--- src/rtl/instr_sequencer.sv ---
// instr_sequencer: multi-cycle fetch/decode/execute/mem/writeback sequencer.
// All outputs are registered from the next-state decode, so each strobe lines up with its state.
module instr_sequencer #(
    parameter logic [31:0] PC_RESET  = 32'h0000_0000,
    parameter logic [31:0] HALT_WORD = 32'hFFFF_FFFF
) (
    input  logic        clk,
    input  logic        rst,
    input  logic        start,
    output logic        imem_req,
    output logic [31:0] imem_addr,
    input  logic        imem_ack,
    input  logic [31:0] imem_data,
    output logic [31:0] instrword,
    output logic        newinstr,
    output logic        regwrite,
    output logic        memread,
    output logic        memwrite,
    output logic        busy,
    output logic        halted,
    output logic        illegal,
    output logic [15:0] instr_count
);
    typedef enum logic [2:0] {IDLE, FETCH, DECODE, EXEC, MEM, WB, HALT} state_t;
    localparam logic [5:0] OP_R  = 6'd0;
    localparam logic [5:0] OP_LW = 6'd35;
    localparam logic [5:0] OP_SW = 6'd43;

    state_t      r_state;
    state_t      w_next;
    logic [31:0] r_pc;
    logic [31:0] r_instr;
    logic [15:0] r_count;
    logic        r_req, r_new, r_rw, r_mr, r_mw, r_busy, r_halt, r_ill;
    logic        w_req_n, w_new_n, w_rw_n, w_mr_n, w_mw_n, w_busy_n, w_halt_n, w_ill_n;
    logic [5:0]  w_op;
    logic        w_legal;
    logic        w_retire;

    assign w_op     = r_instr[31:26];
    assign w_legal  = (r_instr != HALT_WORD) && (w_op == OP_R || w_op == OP_LW || w_op == OP_SW);
    // MEM is only reached by LW/SW, so a non-LW MEM cycle is a store retiring
    assign w_retire = (r_state == WB) || (r_state == MEM && w_op != OP_LW);

    always_ff @(posedge clk or posedge rst) begin
        if (rst) begin
            r_state <= IDLE;
            r_pc    <= PC_RESET;
            r_instr <= '0;
            r_count <= '0;
            r_req   <= 1'b0;
            r_new   <= 1'b0;
            r_rw    <= 1'b0;
            r_mr    <= 1'b0;
            r_mw    <= 1'b0;
            r_busy  <= 1'b0;
            r_halt  <= 1'b0;
            r_ill   <= 1'b0;
        end else begin
            r_state <= w_next;
            r_req   <= w_req_n;
            r_new   <= w_new_n;
            r_rw    <= w_rw_n;
            r_mr    <= w_mr_n;
            r_mw    <= w_mw_n;
            r_busy  <= w_busy_n;
            r_halt  <= w_halt_n;
            r_ill   <= w_ill_n;
            if (r_state == FETCH && imem_ack)
                r_instr <= imem_data;
            if (w_retire) begin
                r_pc    <= r_pc + 32'd4;
                r_count <= r_count + {15'd0, r_count != 16'hFFFF};
            end
        end
    end

    always_comb begin
        w_next = r_state;
        case (r_state)
            IDLE:    w_next = start ? FETCH : IDLE;
            FETCH:   w_next = imem_ack ? DECODE : FETCH;
            DECODE:  w_next = w_legal ? EXEC : HALT;
            EXEC:    w_next = (w_op == OP_R) ? WB : MEM;
            MEM:     w_next = (w_op == OP_LW) ? WB : FETCH;
            WB:      w_next = FETCH;
            default: w_next = HALT;
        endcase
    end

    always_comb begin
        w_req_n  = w_next == FETCH;
        w_new_n  = w_next == DECODE;
        w_rw_n   = w_next == WB;
        w_mr_n   = w_next == MEM && w_op == OP_LW;
        w_mw_n   = w_next == MEM && w_op == OP_SW;
        w_busy_n = w_next != IDLE && w_next != HALT;
        w_halt_n = w_next == HALT;
        w_ill_n  = (r_state == HALT) ? r_ill : (w_next == HALT && r_instr != HALT_WORD);
    end

    assign imem_req    = r_req;
    assign imem_addr   = r_pc;
    assign instrword   = r_instr;
    assign newinstr    = r_new;
    assign regwrite    = r_rw;
    assign memread     = r_mr;
    assign memwrite    = r_mw;
    assign busy        = r_busy;
    assign halted      = r_halt;
    assign illegal     = r_ill;
    assign instr_count = r_count;
endmodule
--- config.mk ---
export PLATFORM = sky130hd
export DESIGN_NAME = instr_sequencer
export DESIGN_NICKNAME = d
export VERILOG_FILES = /design/src/rtl/instr_sequencer.sv
export SDC_FILE = /design/constraint.sdc
export NUM_CORES = 1
export LEC_CHECK = 0
export CORE_AREA = 2 2 87 98
export CTS_BUF_LIST = sky130_fd_sc_hd__clkbuf_2 sky130_fd_sc_hd__clkbuf_4 sky130_fd_sc_hd__clkbuf_8
export DETAILED_ROUTE_END_ITERATION = 8
export DIE_AREA = 0 0 89 100
export PLACE_DENSITY = 0.84
export SYNTH_ARGS = -nofsm -noshare
export SYNTH_HDL_FRONTEND = slang
export SYNTH_SLANG_ARGS = --single-unit
--- constraint.sdc ---
create_clock -name clk -period 4.9 [get_ports clk]
set_input_delay 0.98 -clock clk [delete_from_list [all_inputs] [get_ports clk]]
set_output_delay 0.98 -clock clk [all_outputs]
set_load 0.01 [all_outputs]
==> impl_results.md, run 1 <==
- Status: complete, no violations
- Combinational power share: 38.1%
- Worst skew pair latency: around 0.35 ns
- Setup crit end kind: flip-flop
- Port Buf Inserts: between 100 and 150
- FF-to-FF Start: r_state[1]
- Routed Wire Length: around 8700 um
- Total power per unit cell area: between 400 and 500 nW/um^2
- Post-synth EDFFs: 0
- Num ports: between 100 and 150
- Area growth syn-to-layout: 37.10%
- Register bit total from synthesis: 89
- Synth top area cells: dfrtp_1 55%, mux2_2 9.5%, xor2_1 5.0%
- Worst Hold Launch: imem_addr[31]
- Routed vias/inst: between 5 and 6
- Clock Path Buffers: 2
- R2R cell count: 5
- Slew @ Worst Pin: around 0.9 ns
- Worst path max stage delay: 0.65 ns
- Mapped Area: about 4000 sq um
- Crit share post-route: a little under three fifths
- Hold Vio Cnt, Final: 0
- Layout fillers: between 600 and 700
- Final Cell Area: around 5500 sq um
- Worst VDD drop: approximately 0.37 mV
- Hold WC Path Type: reg -> reg
- Data arrival, critical path: just under 3 ns
- Synth Flop Type: dfrtp_1
- Routability congestion estimate: ~0.79
- Area of the multi-input gates: 1678 sq um
- Number of global-route vias before repair: between 2,000 and 3,000
- Hold-critical path depth: 1
- Via count: approximately 3,000
- Fmax achieved: 366.1 MHz
- Most frequent cells in the layout: 121 x clkdlybuf4s50_1, 89 x dfrtp_1, 34 x mux2_2
- CP Launch Type: input port
- Crit-path slowest cell: nor4bb_4
- DRT iter0 DRCs: between 100 and 150
- Clock share of power: between 10% and 20%
- Critical path data required time: between 5 and 6 ns
- Detailed Place HPWL: 6308 um
- Max H-tree Level: 3
- Die Area: around 9000 sq um
- Relative slew slack: around two fifths
- Flop pwr share: roughly 44%
- Cts hold-fix bufs: 0
- Syn avg cell area: 12.47 sq um
- CTS tree: done
- PostCTS Resize Cnt: 0
- Sw Share: 33.73%
- Cell Chain, Critical Path: clkdlybuf4s50_1 -> nor4bb_4 -> buf_4 -> a21oi_1 -> a21oi_1 -> o21bai_1
- Setup total negative slack: 0 ns
- Core region area: 8058 sq um
- Placed cell area: approximately 5300 sq um
- Seq/Total Area, Yosys: between 50 and 60%
- First-pass GRT wire length: approximately 14,000 um
- Initial core utilization: between 40% and 50%
- Final Max Tran Viols: 0
- Post-synth top area cell: dfrtp_1
- DRT antenna net count: 0
- Async set or reset register ratio after synthesis: between 90% and 100%
- CP dominant cell by count: a21oi_1
- Height of the die: ~100 um
- Final setup viols: 0
- Seq. cell area: between 2000 and 2500 sq um
- Final Skew: around 0.010 ns
- Pin count of the biggest net entering global routing: 54
- Final min period: between 2 and 3 ns
- 1st-pass router iterations: 4
- Post-CTS Setup Bufs: 0
- Most common cell after layout, fill and taps aside: clkdlybuf4s50_1
- Global route overflow: 0
- Nets: a little under 500
- Row count: 35
- Top cell type's share of synthesized area: a little under three fifths
- Count of cell types in the netlist: 47
- DRC Markers: 0
- Cell-internal power: about 1800 uW
- Crit path launch: imem_ack
- Cell count after synthesis: roughly 320
- CTS Buf Count: 9
- Net switching power: slightly above 900 uW
- N_diodes: 0
- RSZ-0062 raised after global routing: false
- Worst-path clk slew: around 0.08 ns
- Total track usage: between 20% and 30%
- Root buffer cell: clkbuf_8
- Ys Warns: 0
- Drt wl/cell: between 15 and 20 um
- Die width: approximately 89 um
- Crit Path Class: in -> reg
- Max Cap Violations: 0
- Layout cell share with drive strength beyond 1: between 10% and 20%
- # clock sinks: approximately 90
- Leakage: 0.002361 uW
- Crit path max fanout: 25
- Initial antenna violation count: 0
==> path summary, 6_finish.rpt <==
path	end	slack (ns)
worst min register to register	imem_addr[31]	0.48
worst min-delay path	imem_addr[31]	0.48
max in group asynchronous	imem_addr[7]	2.81
min in group asynchronous	imem_addr[12]	1.11
worst max register to register	busy	2.71
worst max-delay path	busy	2.17
==> logic make-up after synthesis <==
group | Yosys count | synth area share, %
other | 1 | 0.09337
xor gates and xnor gates | 43 | 9.377
adders and majority gates | 3 | 0.9347
buffers and inverters | 24 | 3.240
and+or+nand+nor | 109 | 17.60
AOI/OAI and AO/OA | 19 | 3.770
muxes | 34 | 9.533
DFF | 89 | 55.45
==> cell usage after synthesis, types with 2 or more instances <==
master	instances
nor3b_1	2
and3_1	4
nand2_1	14
nor4_2	6
a21boi_0	2
o2111ai_1	2
or3_1	2
o21ai_0	2
nor4_4	2
mux2_2	34
and4_1	6
nand3_1	15
nor4_1	2
nand4_1	17
nand2b_1	3
xnor2_1	20
buf_2	8
and4b_1	2
a21oi_1	4
buf_4	3
dfrtp_1	89
nor3_1	10
or4_1	4
inv_1	10
ha_1	3
xor2_1	23
nor2_1	13
==> sequential cells by signal (all words and copies together) (netlist names) <==
signal	cells
busy	1
halted	1
illegal	1
imem_addr	30
imem_req	1
instr_count	16
instrword	32
memread	1
memwrite	1
newinstr	1
r_state	3
regwrite	1
==> power by group through the flow <==
stage / Combinational, uW / Clock [uW] / Sequential, uW
floorplan: 448 / 0 / 1230
global placement: 1020 / 0 / 1200
detailed placement: 1040 / 0 / 1210
CTS: 1050 / 496 / 1200
global route: 1120 / 529 / 1240
finish: 1040 / 487 / 1200
==> per-layer routing <==
metal	global-route usage (%)	up-vias	routed length (um)
li1	-	1403	-
met1	25.89	1473	3663
met2	33.12	107	4268
met3	5.921	14	643
met4	7.922	0	158
met5	0	-	0
==> per-stage QoR <==
stage	worst slack (ns)	utilization [%]	hold slack, ns	total power, uW	instances
2_1_floorplan	1.613	-	0.5039	1676	323
3_3_place_gp	1.884	65.98	0.4555	2219	544
3_5_place_dp	1.818	65.98	0.4692	2254	544
4_1_cts	2.190	68.34	0.4802	2751	560
5_1_grt	2.065	68.34	0.5069	2884	560
6_report	2.168	68.34	0.4782	2730	560
==> cell type report <==
type	count	share of cell area [%]
clock buffer	10	2.386
clock inverter	6	1.068
inverter	10	0.7044
multi-input combinational	210	30.47
sequential	89	40.45
tap	111	2.522
timing repair buffer	124	22.40
==> worst max-delay path: cells and delay by family <==
kind,cells,cell delay (ns)
buf+inv,2,0.89
compound gates,3,0.43
simple gates,1,0.65
No activity file was read; power rests on OpenSTA's default activity.
==> inputs of run 2 (changes only) <==
Settings changed: CORE_AREA 2 2 87 98 to 2 2 95 106, DIE_AREA 0 0 89 100 to 0 0 97 108, PLACE_DENSITY 0.84 to 0.75.
Clock period 4.9 ns to 2.4 ns, I/O delays scaled along.
==> run 2 against run 1 <==
Register-to-register slack got worse by 2.3 ns. Sequential power rose by 100%. Clock power rose by 120%. Final cell count rose by 1.8%. Global-route usage fell by 3.2 points. Power rose by 110%. Via count fell by 2.3%. Critical endpoint is now imem_addr[21]. Highest routed layer unchanged.
==> impl_results.md, run 2 (same netlist as run 1, synthesis figures left out) <==
- RSZ-0062 raised after global routing: false
- FF-to-FF Start: imem_addr[6]
- Worst skew pair latency: about 0.35 ns
- Hold-critical path depth: 1
- DRT iter0 DRCs: 100
- 1st-pass router iterations: 4
- Die Area: ~10,000 sq um
- Hold Vio Cnt, Final: 0
- Max Cap Violations: 0
- Hold WC Path Type: reg -> reg
- Die width: 97 um
- Global route overflow: 0
- Data arrival, critical path: 2.27 ns
- Most frequent cells in the layout: 121 x clkdlybuf4s50_1, 89 x dfrtp_1, 34 x mux2_2
- # clock sinks: 89
- Nets: between 400 and 500
- N_diodes: 0
- Crit share post-route: ~83%
- Max H-tree Level: 3
- Drt wl/cell: approximately 15 um
- First-pass GRT wire length: roughly 15,000 um
- Crit Path Class: reg -> reg
- Core region area: roughly 9300 sq um
- Critical path data required time: ~2.7 ns
- Initial core utilization: 43.16%
- Routed Wire Length: 8813 um
- R2R cell count: 4
- Placed cells: between 500 and 600
- Most common cell after layout, fill and taps aside: clkdlybuf4s50_1
- Status: complete, no violations
- Area growth syn-to-layout: 38.91%
- Routability congestion estimate: between 0.7 and 0.8
- Number of flip-flops in the largest register: 32
- DRC Markers: 0
- Port Buf Inserts: approximately 120
- Final min period: around 2 ns
- Pin count of the biggest net entering global routing: 90
- Post-CTS Setup Bufs: 0
- Root buffer cell: clkbuf_8
- CTS Buf Count: 9
- DRT antenna net count: 0
- Worst VDD drop: 0.6968 mV
- Num ports: ~120
- Cts hold-fix bufs: 0
- Layout cell share with drive strength beyond 1: between 10% and 20%
- Total track usage: 17.25%
- Via count: between 2,000 and 3,000
- Final Max Tran Viols: 0
- Detailed Place HPWL: between 6000 and 7000 um
- CTS tree: done
- PostCTS Resize Cnt: 0
- Row count: 37
- Fmax achieved: between 500 and 600 MHz
- Worst Hold Launch: imem_addr[31]
- Routed vias/inst: slightly above 5
- Slew @ Worst Pin: 0.8165 ns
- Leakage: between 0.002 and 0.0025 uW
- Setup crit end kind: flip-flop
- Clock Path Buffers: 2
- Relative slew slack: approximately 46%
- CP Launch Type: flip-flop
- Height of the die: 108 um
- Total power per unit cell area: a little over 1000 nW/um^2
- Layout Cells excl Fill: 570
- Initial antenna violation count: 0
- Final setup viols: 0
- Number of global-route vias before repair: around 3,000
- Setup total negative slack: 0 ns
- Crit path max fanout: 18
- Final Skew: approximately 0.0091 ns
- Worst-path clk slew: approximately 0.08 ns
- Crit path launch: imem_addr[6]
## run 2: changes by cell type in the layout (fill, tap and decap cells not counted)
cell        before  now
buf_12           0    1
buf_4            3    6
clkbuf_8         9   11
clkinv_2         5    1
clkinvlp_4       0    2
## run 2: path summary, 6_finish.rpt
kind / to / slack [ns]
min in group asynchronous: instr_count[7] / 0.56
setup / recovery: imem_addr[21] / 0.40
hold / removal: imem_addr[31] / 0.48
hold reg to reg: imem_addr[31] / 0.48
max in group asynchronous: instr_count[14] / 1.40
setup reg to reg: imem_addr[21] / 0.40
## run 2: layout make-up
cell class	count	area [sq um]
fillers	745	3726
well taps	117	146.4
clock inverters	4	51.30
inverters	10	41.29
multi-input cells	210	1678
clock buffers	12	158.9
repair buffers	128	1276
flip-flops and latches	89	2227
## run 2: critical path: stages (launching register included)
cell and delay [ns]:
dfrtp_1 0.45, nand4_2 0.14, or3_1 0.70, nor4_1 0.45, xor2_1 0.17
## run 2: per-layer routing
layer / vias to the layer above / global-route usage (%) / part of all wire [%]
met4: 0 / 6.237 / 1.7
met3: 13 / 6.141 / 8.0
met5: - / 0 / 0
met1: 1412 / 21.28 / 42
li1: 1404 / - / -
met2: 100 / 28.22 / 49
## run 2: power breakdown
part           switching, uW  leakage, uW  internal (uW)
Sequential               482      0.00114           1940
Clock                    522     0.000106            551
Combinational            862      0.00113           1290
Total                   1870      0.00238           3780
## run 2: through the flow
step                util [%]  power (uW)  setup slack, ns  instance area (sq um)  hold WS (ns)
detailed placement     57.70        4625           0.3251                   5369        0.4672
floorplan                  -        3423           0.6230                   4024        0.5039
global route           59.96        6002           0.2670                   5579        0.5065
global placement       57.70        4583           0.3841                   5369        0.4563
finish                 59.96        5648           0.4034                   5579        0.4777
CTS                    59.96        5709           0.4098                   5579        0.4801
==> inputs of run 3 (changes only) <==
Settings changed: CORE_AREA 2 2 95 106 to 2 2 91 101, DIE_AREA 0 0 97 108 to 0 0 93 103, PLACE_DENSITY 0.75 to 0.78.
Clock period 2.4 ns to 1.85 ns, I/O delays scaled along.
==> run 3 against run 2 <==
Clock power up 22%. Final cell count up 5.1%. Sequential share of layout area down 2.1 points. Flip-flop and latch count unchanged. Sequential power up 25%. Setup slack worse by 0.35 ns. Worst hold slack worse by 0.086 ns. Clock skew about the same. First-iteration DRC count up 36%. Non-clock buffer count up 32. Die area down 8.6%. Design area up 5.5%. Largest cell class unchanged.
==> impl_results.md, run 3 (same netlist as run 1, synthesis figures left out) <==
- Status: complete, no violations
- Initial core utilization: between 40 and 50%
- Final Skew: ~0.0095 ns
- Layout fillers: about 660
- First-pass GRT wire length: about 15,000 um
- Fmax achieved: between 500 and 600 MHz
- Max H-tree Level: 3
- Root buffer cell: clkbuf_8
- Die Area: 9579 sq um
- Crit Path Class: reg -> out
- Worst VDD drop: 0.9577 mV
- Setup crit end kind: primary output
- Final hold slack: between 0.3 and 0.4 ns
- Height of the die: 103 um
- Final Cell Area: between 5000 and 6000 sq um
- Worst path max stage delay: 0.59 ns
- Cell Chain, Critical Path: clkdlybuf4s50_1
- DRC Markers: 0
- Most frequent cells in the layout: 117 x clkdlybuf4s50_1, 89 x dfrtp_1, 34 x mux2_2
- Port Buf Inserts: between 100 and 150
- Detailed Place HPWL: between 6000 and 7000 um
- RSZ-0062 raised after global routing: false
- Num ports: 124
- Crit path depth: 1
- FF-to-FF Start: r_state[2]
- Routed vias/inst: 5.219
- Row count: 36
- Data arrival, critical path: 1.43 ns
- # clock sinks: 89
- Via count: between 3,000 and 4,000
- DRT iter0 DRCs: about 140
- Drt wl/cell: 15.47 um
- Top Family by Delay on Critical Path: buffers and inverters
- Global route overflow: 0
- Crit-path slowest cell: clkdlybuf4s50_1
- CP Launch Type: flip-flop
- Worst-path clk slew: about 0.090 ns
- Number of global-route vias before repair: around 3,200
- Most common cell after layout, fill and taps aside: clkdlybuf4s50_1
- Final Max Tran Viols: 0
- Nets: roughly 520
- Pin count of the biggest net entering global routing: 36
- Initial antenna violation count: 0
- Final setup viols: 0
- Routability congestion estimate: about 0.79
- Placed cells: ~580
- Clock Path Buffers: 2
- Max Cap Violations: 0
- Crit path max fanout: 7
- Total power per unit cell area: around 1300 nW/um^2
- Crit share post-route: a little under 100%
- CTS Buf Count: 9
- Critical path data required time: 1.48 ns
- Total track usage: about a fifth
- R2R cell count: 5
- Placed cell area: about 5700 sq um
- Crit path launch: instrword[31]
- Cts hold-fix bufs: 0
- Hold WC Path Type: in -> async
- Die width: roughly 93 um
- Worst reg2reg endpoint: imem_addr[28]
- Leakage: approximately 0.0026 uW
- DRT antenna net count: 0
- Hold Vio Cnt, Final: 0
- Critical Path Sink: instrword[31]
- Buf+Inv Stages, Crit Path: 1
- CTS tree: done
- Number of flip-flops in the largest register: 32
- 1st-pass router iterations: 4
- Layout cell share with drive strength beyond 1: a little over a fifth
- Final min period: roughly 1.8 ns
- Flop2flop setup slack: ~0.10 ns
- Core region area: about 8600 sq um
- N_diodes: 0
- Worst skew pair latency: 0.36 ns
- Layout Cells excl Fill: 599
- Routed Wire Length: about 9300 um
- Area growth syn-to-layout: 46.60%
## run 3: per-layer routing
| layer | vias to the layer above | track usage (%) | share of wire (%) |
|---|---|---|---|
| met5 | - | 0 | 0 |
| met4 | 0 | 8.371 | 1.3 |
| met3 | 13 | 6.360 | 7.7 |
| met2 | 111 | 34.06 | 50 |
| met1 | 1531 | 23.75 | 41 |
| li1 | 1471 | - | - |
## run 3: timing repair
item / 4_1_cts / 5_1_grt
buffers inserted: 0 / 1
gates resized for setup: 0 / 8
setup endpoints to repair: 0 / 12
## run 3: worst min-delay path by stage
| stage | end | slack [ns] |
|---|---|---|
| after floorplan | instrword[29] | 0.49 |
| after global placement | imem_addr[31] | 0.46 |
| after detailed placement | imem_addr[31] | 0.46 |
| after CTS | instrword[31] | 0.39 |
| after global routing | instrword[26] | 0.42 |
| final | instrword[31] | 0.39 |
## run 3: metrics by stage
step / utilization [%] / TNS [ns] / worst slack [ns] / power [uW]
global route: 68.08 / 0 / 0.001907 / 7999
finish: 68.08 / 0 / 0.05485 / 7548
CTS: 67.65 / 0 / 0.003640 / 7605
detailed placement: 65.45 / -2.956 / -0.1087 / 6273
floorplan: - / 0 / 0.07299 / 4440
global placement: 65.45 / -1.346 / -0.04545 / 6185
## run 3: layout make-up
cell class / instances / area [sq um] / area share [%]
Tap cell: 114 / 142.6 / 2.422
Sequential cell: 89 / 2227 / 37.82
Timing Repair Buffer: 160 / 1593 / 27.05
Inverter: 10 / 41.29 / 0.7012
Multi-Input combinational cell: 210 / 1694 / 28.77
Clock inverter: 6 / 58.81 / 0.9987
Clock buffer: 10 / 131.4 / 2.231
## run 3: where the power goes
group,switching (uW),internal (uW)
sequential,499,2520
combinational,1340,1880
clock,675,633
total,2520,5030
